==> config.mk <==
export PLATFORM = sky130hd
export DESIGN_NAME = decode_stage
export DESIGN_NICKNAME = d
export VERILOG_FILES = /design/src/rtl/decode_pkg.sv /design/src/rtl/skid_fifo2.sv /design/src/rtl/decode_stage.sv
export SDC_FILE = /design/constraint.sdc
export NUM_CORES = 1
export LEC_CHECK = 0
export ABC_AREA = 0
export CAP_MARGIN = 20
export CORE_ASPECT_RATIO = 0.9
export CORE_MARGIN = 1
export CORE_UTILIZATION = 24
export DETAILED_ROUTE_END_ITERATION = 10
export GPL_TIMING_DRIVEN = 0
export PLACE_DENSITY = 0.47
export SLEW_MARGIN = 10
export SYNTH_ARGS = -nofsm -noshare
export SYNTH_HDL_FRONTEND = slang
export SYNTH_SLANG_ARGS = --single-unit
export TNS_END_PERCENT = 50
==> constraint.sdc <==
create_clock -name clk -period 6.4 [get_ports clk]
set_input_delay 1.28 -clock clk [delete_from_list [all_inputs] [get_ports clk]]
set_output_delay 1.28 -clock clk [all_outputs]
set_load 0.02 [all_outputs]
==> src/rtl/decode_pkg.sv <==
// Shared types, opcode map and decode helper for the IF/ID decode stage.
package decode_pkg;

  localparam int unsigned PC_W    = 8;
  localparam int unsigned INSTR_W = 16;
  localparam int unsigned DEPTH   = 2;
  localparam int unsigned OPC_W   = 4;
  localparam int unsigned REG_W   = 4;
  localparam int unsigned IMM_W   = 8;
  localparam int unsigned CNT_W   = 16;

  localparam int unsigned OPC_LO = 12;
  localparam int unsigned RD_LO  = 8;
  localparam int unsigned RS1_LO = 4;
  localparam int unsigned RS2_LO = 0;

  localparam logic [OPC_W-1:0] OP_NOP  = 4'h0;
  localparam logic [OPC_W-1:0] OP_ADD  = 4'h1;
  localparam logic [OPC_W-1:0] OP_SUB  = 4'h2;
  localparam logic [OPC_W-1:0] OP_AND  = 4'h3;
  localparam logic [OPC_W-1:0] OP_OR   = 4'h4;
  localparam logic [OPC_W-1:0] OP_XOR  = 4'h5;
  localparam logic [OPC_W-1:0] OP_ADDI = 4'h6;
  localparam logic [OPC_W-1:0] OP_LD   = 4'h7;
  localparam logic [OPC_W-1:0] OP_ST   = 4'h8;
  localparam logic [OPC_W-1:0] OP_JMP  = 4'h9;
  localparam logic [OPC_W-1:0] OP_BEZ  = 4'hA;
  localparam logic [OPC_W-1:0] OP_ILB  = 4'hB;
  localparam logic [OPC_W-1:0] OP_ILC  = 4'hC;
  localparam logic [OPC_W-1:0] OP_ILD  = 4'hD;
  localparam logic [OPC_W-1:0] OP_ILE  = 4'hE;
  localparam logic [OPC_W-1:0] OP_HLT  = 4'hF;

  typedef enum logic {ST_RUN, ST_HALT} state_t;

  typedef struct packed {
    logic [PC_W-1:0]    pc;
    logic [INSTR_W-1:0] instr;
  } fetch_t;

  typedef struct packed {
    logic wr_en;
    logic is_load;
    logic is_store;
    logic is_branch;
    logic illegal;
  } flags_t;

  typedef struct packed {
    logic [PC_W-1:0]    pc;
    logic [OPC_W-1:0]   opcode;
    logic [REG_W-1:0]   rd;
    logic [REG_W-1:0]   rs1;
    logic [REG_W-1:0]   rs2;
    logic [INSTR_W-1:0] imm;
    flags_t             flags;
  } dec_t;

  function automatic dec_t decode(input fetch_t e);
    dec_t d;
    d.pc     = e.pc;
    d.opcode = e.instr[OPC_LO +: OPC_W];
    d.rd     = e.instr[RD_LO +: REG_W];
    d.rs1    = e.instr[RS1_LO +: REG_W];
    d.rs2    = e.instr[RS2_LO +: REG_W];
    d.imm    = {{(INSTR_W-IMM_W){e.instr[IMM_W-1]}}, e.instr[IMM_W-1:0]};
    d.flags  = '0;
    case (d.opcode)
      OP_ADD, OP_SUB, OP_AND, OP_OR, OP_XOR: d.flags.wr_en = 1'b1;
      OP_ADDI: begin
        d.flags.wr_en = 1'b1;
        d.rs1         = e.instr[RD_LO +: REG_W];
      end
      OP_LD: begin
        d.flags.wr_en   = 1'b1;
        d.flags.is_load = 1'b1;
      end
      OP_ST:  d.flags.is_store  = 1'b1;
      OP_JMP: d.flags.is_branch = 1'b1;
      OP_BEZ: begin
        d.flags.is_branch = 1'b1;
        d.rs1             = e.instr[RD_LO +: REG_W];
      end
      OP_ILB, OP_ILC, OP_ILD, OP_ILE: d.flags.illegal = 1'b1;
      OP_NOP, OP_HLT: d.flags = '0;
      default: d.flags = '0;
    endcase
    return d;
  endfunction

endpackage

==> src/rtl/skid_fifo2.sv <==
// Two-entry valid/ready buffer: storage, pointers and occupancy count.
module skid_fifo2 #(
  parameter int unsigned W = 24
) (
  input  logic         clk,
  input  logic         rst,
  input  logic         clear,
  input  logic         push,
  input  logic         pop,
  input  logic [W-1:0] wdata,
  output logic [W-1:0] head,
  output logic [1:0]   count
);

  logic [W-1:0] mem [2];
  logic         rd_ptr;
  logic         wr_ptr;

  always_ff @(posedge clk) begin
    if (rst || clear) begin
      rd_ptr <= 1'b0;
      wr_ptr <= 1'b0;
      count  <= 2'd0;
    end else begin
      if (push) wr_ptr <= ~wr_ptr;
      if (pop)  rd_ptr <= ~rd_ptr;
      case ({push, pop})
        2'b10:   count <= count + 2'd1;
        2'b01:   count <= count - 2'd1;
        default: count <= count;
      endcase
    end
  end

  // Data storage carries no reset; emptiness is tracked by count alone.
  always_ff @(posedge clk) begin
    if (push && !rst && !clear) mem[wr_ptr] <= wdata;
  end

  assign head = mem[rd_ptr];

endmodule

==> src/rtl/decode_stage.sv <==
// IF/ID stage: buffers fetched instructions, decodes the head and issues it to execute.
module decode_stage
  import decode_pkg::*;
(
  input  logic               clk,
  input  logic               rst,
  input  logic               in_valid,
  output logic               in_ready,
  input  logic [PC_W-1:0]    in_pc,
  input  logic [INSTR_W-1:0] in_instr,
  input  logic               flush,
  output logic               out_valid,
  input  logic               out_ready,
  output logic [PC_W-1:0]    out_pc,
  output logic [OPC_W-1:0]   out_opcode,
  output logic [REG_W-1:0]   out_rd,
  output logic [REG_W-1:0]   out_rs1,
  output logic [REG_W-1:0]   out_rs2,
  output logic [INSTR_W-1:0] out_imm,
  output logic               out_wr_en,
  output logic               out_is_load,
  output logic               out_is_store,
  output logic               out_is_branch,
  output logic               out_illegal,
  output logic               halted,
  output logic [CNT_W-1:0]   issue_count
);

  state_t     state, state_next;
  logic [1:0] count;
  fetch_t     wdata, head_raw, head;
  dec_t       dec;
  logic       run, push, pop, issue, clear;

  assign run       = (state == ST_RUN);
  assign in_ready  = (count < 2'(DEPTH)) && run;
  assign out_valid = (count != 2'd0) && run;
  assign push      = in_valid && in_ready && !flush;
  assign pop       = out_valid && out_ready;
  assign issue     = pop && !flush;
  // HALT drains the buffer every cycle, which also makes flush a no-op there.
  assign clear     = flush || !run;

  assign wdata.pc    = in_pc;
  assign wdata.instr = in_instr;

  skid_fifo2 #(.W($bits(fetch_t))) u_fifo (
    .clk   (clk),
    .rst   (rst),
    .clear (clear),
    .push  (push),
    .pop   (issue),
    .wdata (wdata),
    .head  (head_raw),
    .count (count)
  );

  // An empty buffer presents an all-zero entry so decode shows a clean NOP.
  assign head = (count != 2'd0) ? head_raw : '0;
  assign dec  = decode(head);

  always_ff @(posedge clk) begin
    if (rst) state <= ST_RUN;
    else     state <= state_next;
  end

  always_comb begin
    state_next = state;
    if (run && issue && (dec.opcode == OP_HLT)) state_next = ST_HALT;
  end

  always_ff @(posedge clk) begin
    if (rst)        issue_count <= '0;
    else if (issue) issue_count <= issue_count + CNT_W'(1);
  end

  assign halted        = !run;
  assign out_pc        = dec.pc;
  assign out_opcode    = dec.opcode;
  assign out_rd        = dec.rd;
  assign out_rs1       = dec.rs1;
  assign out_rs2       = dec.rs2;
  assign out_imm       = dec.imm;
  assign out_wr_en     = dec.flags.wr_en;
  assign out_is_load   = dec.flags.is_load;
  assign out_is_store  = dec.flags.is_store;
  assign out_is_branch = dec.flags.is_branch;
  assign out_illegal   = dec.flags.illegal;

endmodule

# After elaboration in Yosys (flattened, before gate mapping)
# Memory sizes are Yosys's and may differ from the RTL's. A register that Yosys moved wholly into a read port is not among the register bits.
# Cells that the tools add are included.
[classes]
n_bitwise = 3
reduce_logical = 21
magnitude_cmp = 1
n_mux = 12
add_sub_neg = 3
eq_ne = 17
[op_table]
columns = ["cell", "count"]
rows = [
  ["4-bit equality test, second input constant", 8],
  ["24-bit two-way mux", 1],
  ["16-bit by 1-bit adder with 16-bit output, second input constant", 1],
  ["4-bit by 3-bit equality test with 1-bit output, second input constant", 4],
  ["1-bit logical AND", 10],
  ["1-bit two-way mux", 9],
  ["4-bit by 2-bit equality test with 1-bit output, second input constant", 2],
  ["7-bit OR reduction", 1],
  ["4-bit by 1-bit equality test with 1-bit output, second input constant", 1],
  ["4-bit two-way mux", 1],
  ["2-bit one-hot mux with 2 select lines", 1],
  ["2-bit nonzero test", 2],
  ["2-bit OR reduction", 2],
  ["4-bit OR reduction", 1],
  ["1-bit logical NOT", 3],
  ["1-bit NOT", 3],
  ["2-bit by 1-bit adder with 2-bit output, second input constant", 1],
  ["2-bit by 1-bit equality test with 1-bit output, second input constant", 1],
  ["2-bit equality test, second input constant", 1],
  ["1-bit logical OR", 2],
  ["2-bit less-than comparator, second input constant", 1],
  ["2-bit by 1-bit subtractor with 2-bit output, second input constant", 1],
]
[word_totals]
mem_count = 1
out_inout_bits = 64
mem_bits_rw = 48
in_bits = 29
word_cells = 63
reg_bits = 21
[mem_list]
columns = ["memory", "depth", "word_bits", "rd", "rd_clocked_by_memory_dff", "write_ports", "line_no", "text"]
rows = [
  ["u_fifo.mem", 2, 24, 1, 1, 1, "skid_fifo2.sv:15", "logic [W-1:0] mem [2];"],
]

# Logic depth before layout (Yosys ltp)
[logic_depth]
word_depth = 8
depth_mapped = 6
ltp_nobuf = 6

# Cells and area by module
# Synthesis repeated with hierarchy kept, for this count alone.
[hier_totals]
cells_unflattened = 244
hier_area_um2 = 3158.0
[modules_own_cells]
columns = ["module", "seq_area_each_um2", "n_inst", "area_each_um2", "cells_each"]
rows = [
  ["skid_fifo2", 1541.5, 1, 1935.6, 96],
  ["decode_stage", 340.3, 1, 1222.4, 148],
]

# Least setup slack after synthesis
# OpenSTA, ideal clock, no wires.
[synth_path]
path_kind = "reg-to-output"
start = "register (tool-made name)"
end = "output port out_rs1[0]"
required_ns = 5.120
arrival_time_ns = 1.848
setup_slack_ns = 3.272
path_buffers = 1
stages_incl_launch_ff = 6
cell_sequence = "dfxtp_1 clkbuf_1 mux2i_1 nor2_1 o221ai_1 mux2_2"
[synth_lines]
columns = ["item", "line_no", "text"]
rows = [
  ["to (decl)", "decode_stage.sv:17", "output logic [REG_W-1:0] out_rs1,"],
]

==> flow_summary.yaml <==
outcome:
  outcome: "finished, final reports clean"
power:
  p_total_mw: 1.04
  p_leak_nw: 1.43
  p_per_area_nw_per_um2: 235
  worst_ir_drop_vdd_v: 0.000114
setup_path:
  required_ns: 5.12
  timing.rr.end: "u_fifo.count[1]"
  reg2reg_depth: 5
  worstPathMaxFanout: 6
  cp-start-kind: "register"
  r2r_start: "halted"
  critPathArrivalTime_ns: 3.12
  cp_num_cells: 6
  cpPeakStageDelay_ns: 0.56
  cp_cell_sequence: "clkbuf_1 -> mux2i_1 -> nor3b_1 -> o221ai_1 -> mux2_2 -> clkdlybuf4s50_1"
  crit_type: "register to output pin"
  cp_num_buf_inv: 2
  worst_path_max_delay_cell: "o221ai_1"
  critPathTopFamily: "buffers and inverters"
  r2r_setup_slack_ns: 4.26
  end_kind: "output pin"
  worstSetupEndpoint: "out_rs1[1]"
synthesis:
  synthTopCellsByCount: "48 x edfxtp_1, 48 x nor2_1, 25 x mux2i_1"
  synth_edf_count: 48
  synthesis.area_sq_um: 3030
  synth.area.top_cells: "edfxtp_1 48%, dfxtp_1 15%, mux2i_1 8.3%, nor2_1 5.9%, buf_4 3.0%"
  ys_async_sr_fraction: 0
  syn_avg_cell_area_sq_um: 12.3
  synth_top_cell_by_area: "edfxtp_1"
  synth.distinct_cells: 37
  synthFlopType: "edfxtp_1"
  yosysSeqAreaShare: 0.621
  synth_nets: 278
  syn-instance-count: 247
  synth_top_area_frac: 0.475
  ys_ff_latch: 70
  yosys_warnings: 0
timing:
  fin_crit_sh: 0.688
  skew_ns: 0.00622
  setup-tns-final_ns: 0
  setup_viol: 0
  report.final.slew_viol_count: 0
  fmaxAchievable_ghz: 0.227
  period_minus_slack_ns: 4.40
  holdWs_ns: 0.480
  rsz0062_at_grt: "false"
  tightest_slew_ns: 0.797
  slew_headroom: 0.467
  final_hold_viol_count: 0
floorplan:
  die-area_sq_um: 13100
  initial_core_util: 0.249
  die_h_microns: 109
  num_io_pins: 93
  fp.dieW_microns: 120
  design.core.area_sq_um: 12200
  row_count: 38
routing:
  drt-initial-drc-count: 114
  drt-total-wl_mm: 7.34
  drc: 0
  first_pass_iters: 4
  vias: 2224
  wl_per_cell_microns: 14.3
  vias_per_cell: 4.33
  ant_nets: 0
global_routing:
  grt_max_degree: 25
  grt_overflow: 0
  grt_pass1_wl_mm: 11.4
  grt_pass1_vias: 2206
  grtUsageTotal: 0.119
  antenna_found_initial: 0
clock_tree:
  cts_resized: 0
  cts_buffer_depth: 2
  clock_sinks: 70
  clockRootBuffer: "clkbuf_16"
  post-cts-setup-buffer-count: 0
  cts_tree: "done"
  clkTransAtPathRegs_ns: 0.06
  cts_hold_buf: 0
  cts_buffers: 9
  clkLatencyLatePin_ns: 0.33
  htree_levels: 3
cells_and_area:
  n_antenna_cell: 0
  fill_cells: 1225
  finish.net_count: 381
  syn2layout_area_growth_pct: 46.7
  final_util: 0.365
  drive_gt1_frac: 0.107
place:
  gp_congestion: 0.734
  io_buffers: 92
  hpwlAfterDp_mm: 5.07
job:
  maxCapViolations: 0
min_path:
  hold_class: "register to register"
-- kinds of logic (layout without fill, tap and decap cells) --
| family | Yosys count | after routing | share of synthesized area |
|---|---|---|---|
| buffers and inverters | 24 | 131 | 0.0458 |
| flip-flops | 70 | 70 | 0.621 |
| AND/OR/NAND/NOR | 90 | 90 | 0.148 |
| multiplexers | 31 | 31 | 0.105 |
| adder cells (fa/ha/maj) | 2 | 2 | 0.00825 |
| XOR/XNOR | 13 | 13 | 0.0376 |
| AO/OA/AOI/OAI | 17 | 17 | 0.0347 |
-- flip-flops by register name, summed over array words and instances (netlist names), named ones only --
signal and cells:
issue_count 16, u_fifo.count 2, u_fifo.rd_ptr 1, halted 1, u_fifo.mem 48, u_fifo.wr_ptr 1
-- cell type report --
class / count / area, sq um / area share
clock buffers: 9 / 225 / 0.0506
inverters: 2 / 7.51 / 0.00169
well taps: 160 / 200 / 0.0450
repair buffers: 92 / 921 / 0.207
clock inverters: 6 / 53.8 / 0.0121
flip-flops and latches: 70 / 1880 / 0.423
plain buffers: 22 / 131 / 0.0295
multi-input cells: 153 / 1030 / 0.231
-- how the worst min path moves through the flow --
| stage | startpoint | to | slack (ns) | depth (start not counted) |
|---|---|---|---|---|
| finish | issue_count[15] | issue_count[15] | 0.48 | 2 |
| global route | issue_count[15] | issue_count[15] | 0.50 | 2 |
| CTS | issue_count[15] | issue_count[15] | 0.48 | 2 |
| detailed placement | issue_count[15] | issue_count[15] | 0.48 | 2 |
| global placement | issue_count[15] | issue_count[15] | 0.47 | 2 |
| floorplan | u_fifo.count[1] | u_fifo.count[1] | 0.48 | 2 |
-- metal layers --
metal	global-route usage	wire length, microns	vias to the layer above
li1	-	-	1094
met5	0	0	-
met3	0.0523	570	13
met1	0.144	3350	1050
met4	0.0564	150	0
met2	0.182	3270	67
-- worst reg2reg max path: cells and delay by family, from the launching register on --
kind,cells,cell delay (ns)
adders and majority gates,1,0.35
DFF,1,0.40
AOI/OAI and AO/OA,1,0.14
and+or+nand+nor,3,1.19
-- layout by cell type (no fill, tap or decap), types with 6 or more instances in the layout --
cell,Yosys,routed
mux2i_1,25,25
a21oi_1,6,6
clkbuf_16,0,9
clkdlybuf4s50_1,0,92
edfxtp_1,48,48
dfxtp_1,22,22
nand3_1,6,6
buf_4,12,12
mux2_2,6,6
clkbuf_1,6,6
xnor2_1,9,9
nor2_1,48,46
-- report_power, final --
| group | internal, mW | leakage (nW) | total [mW] | switching [mW] |
|---|---|---|---|---|
| Clock | 0.294 | 0.134 | 0.474 | 0.179 |
| Combinational | 0.0390 | 0.682 | 0.0774 | 0.0384 |
| Sequential | 0.490 | 0.613 | 0.492 | 0.00196 |
| Total | 0.824 | 1.43 | 1.04 | 0.220 |
-- through the flow --
stage	std cells	worst slack (ns)	area [sq um]
finish	514	2.00	4450
global route	514	1.79	4450
CTS	514	1.96	4450
detailed placement	499	2.34	4170
global placement	499	1.81	4150
floorplan	247	3.27	3030
Power figures use the tool's default switching activity.
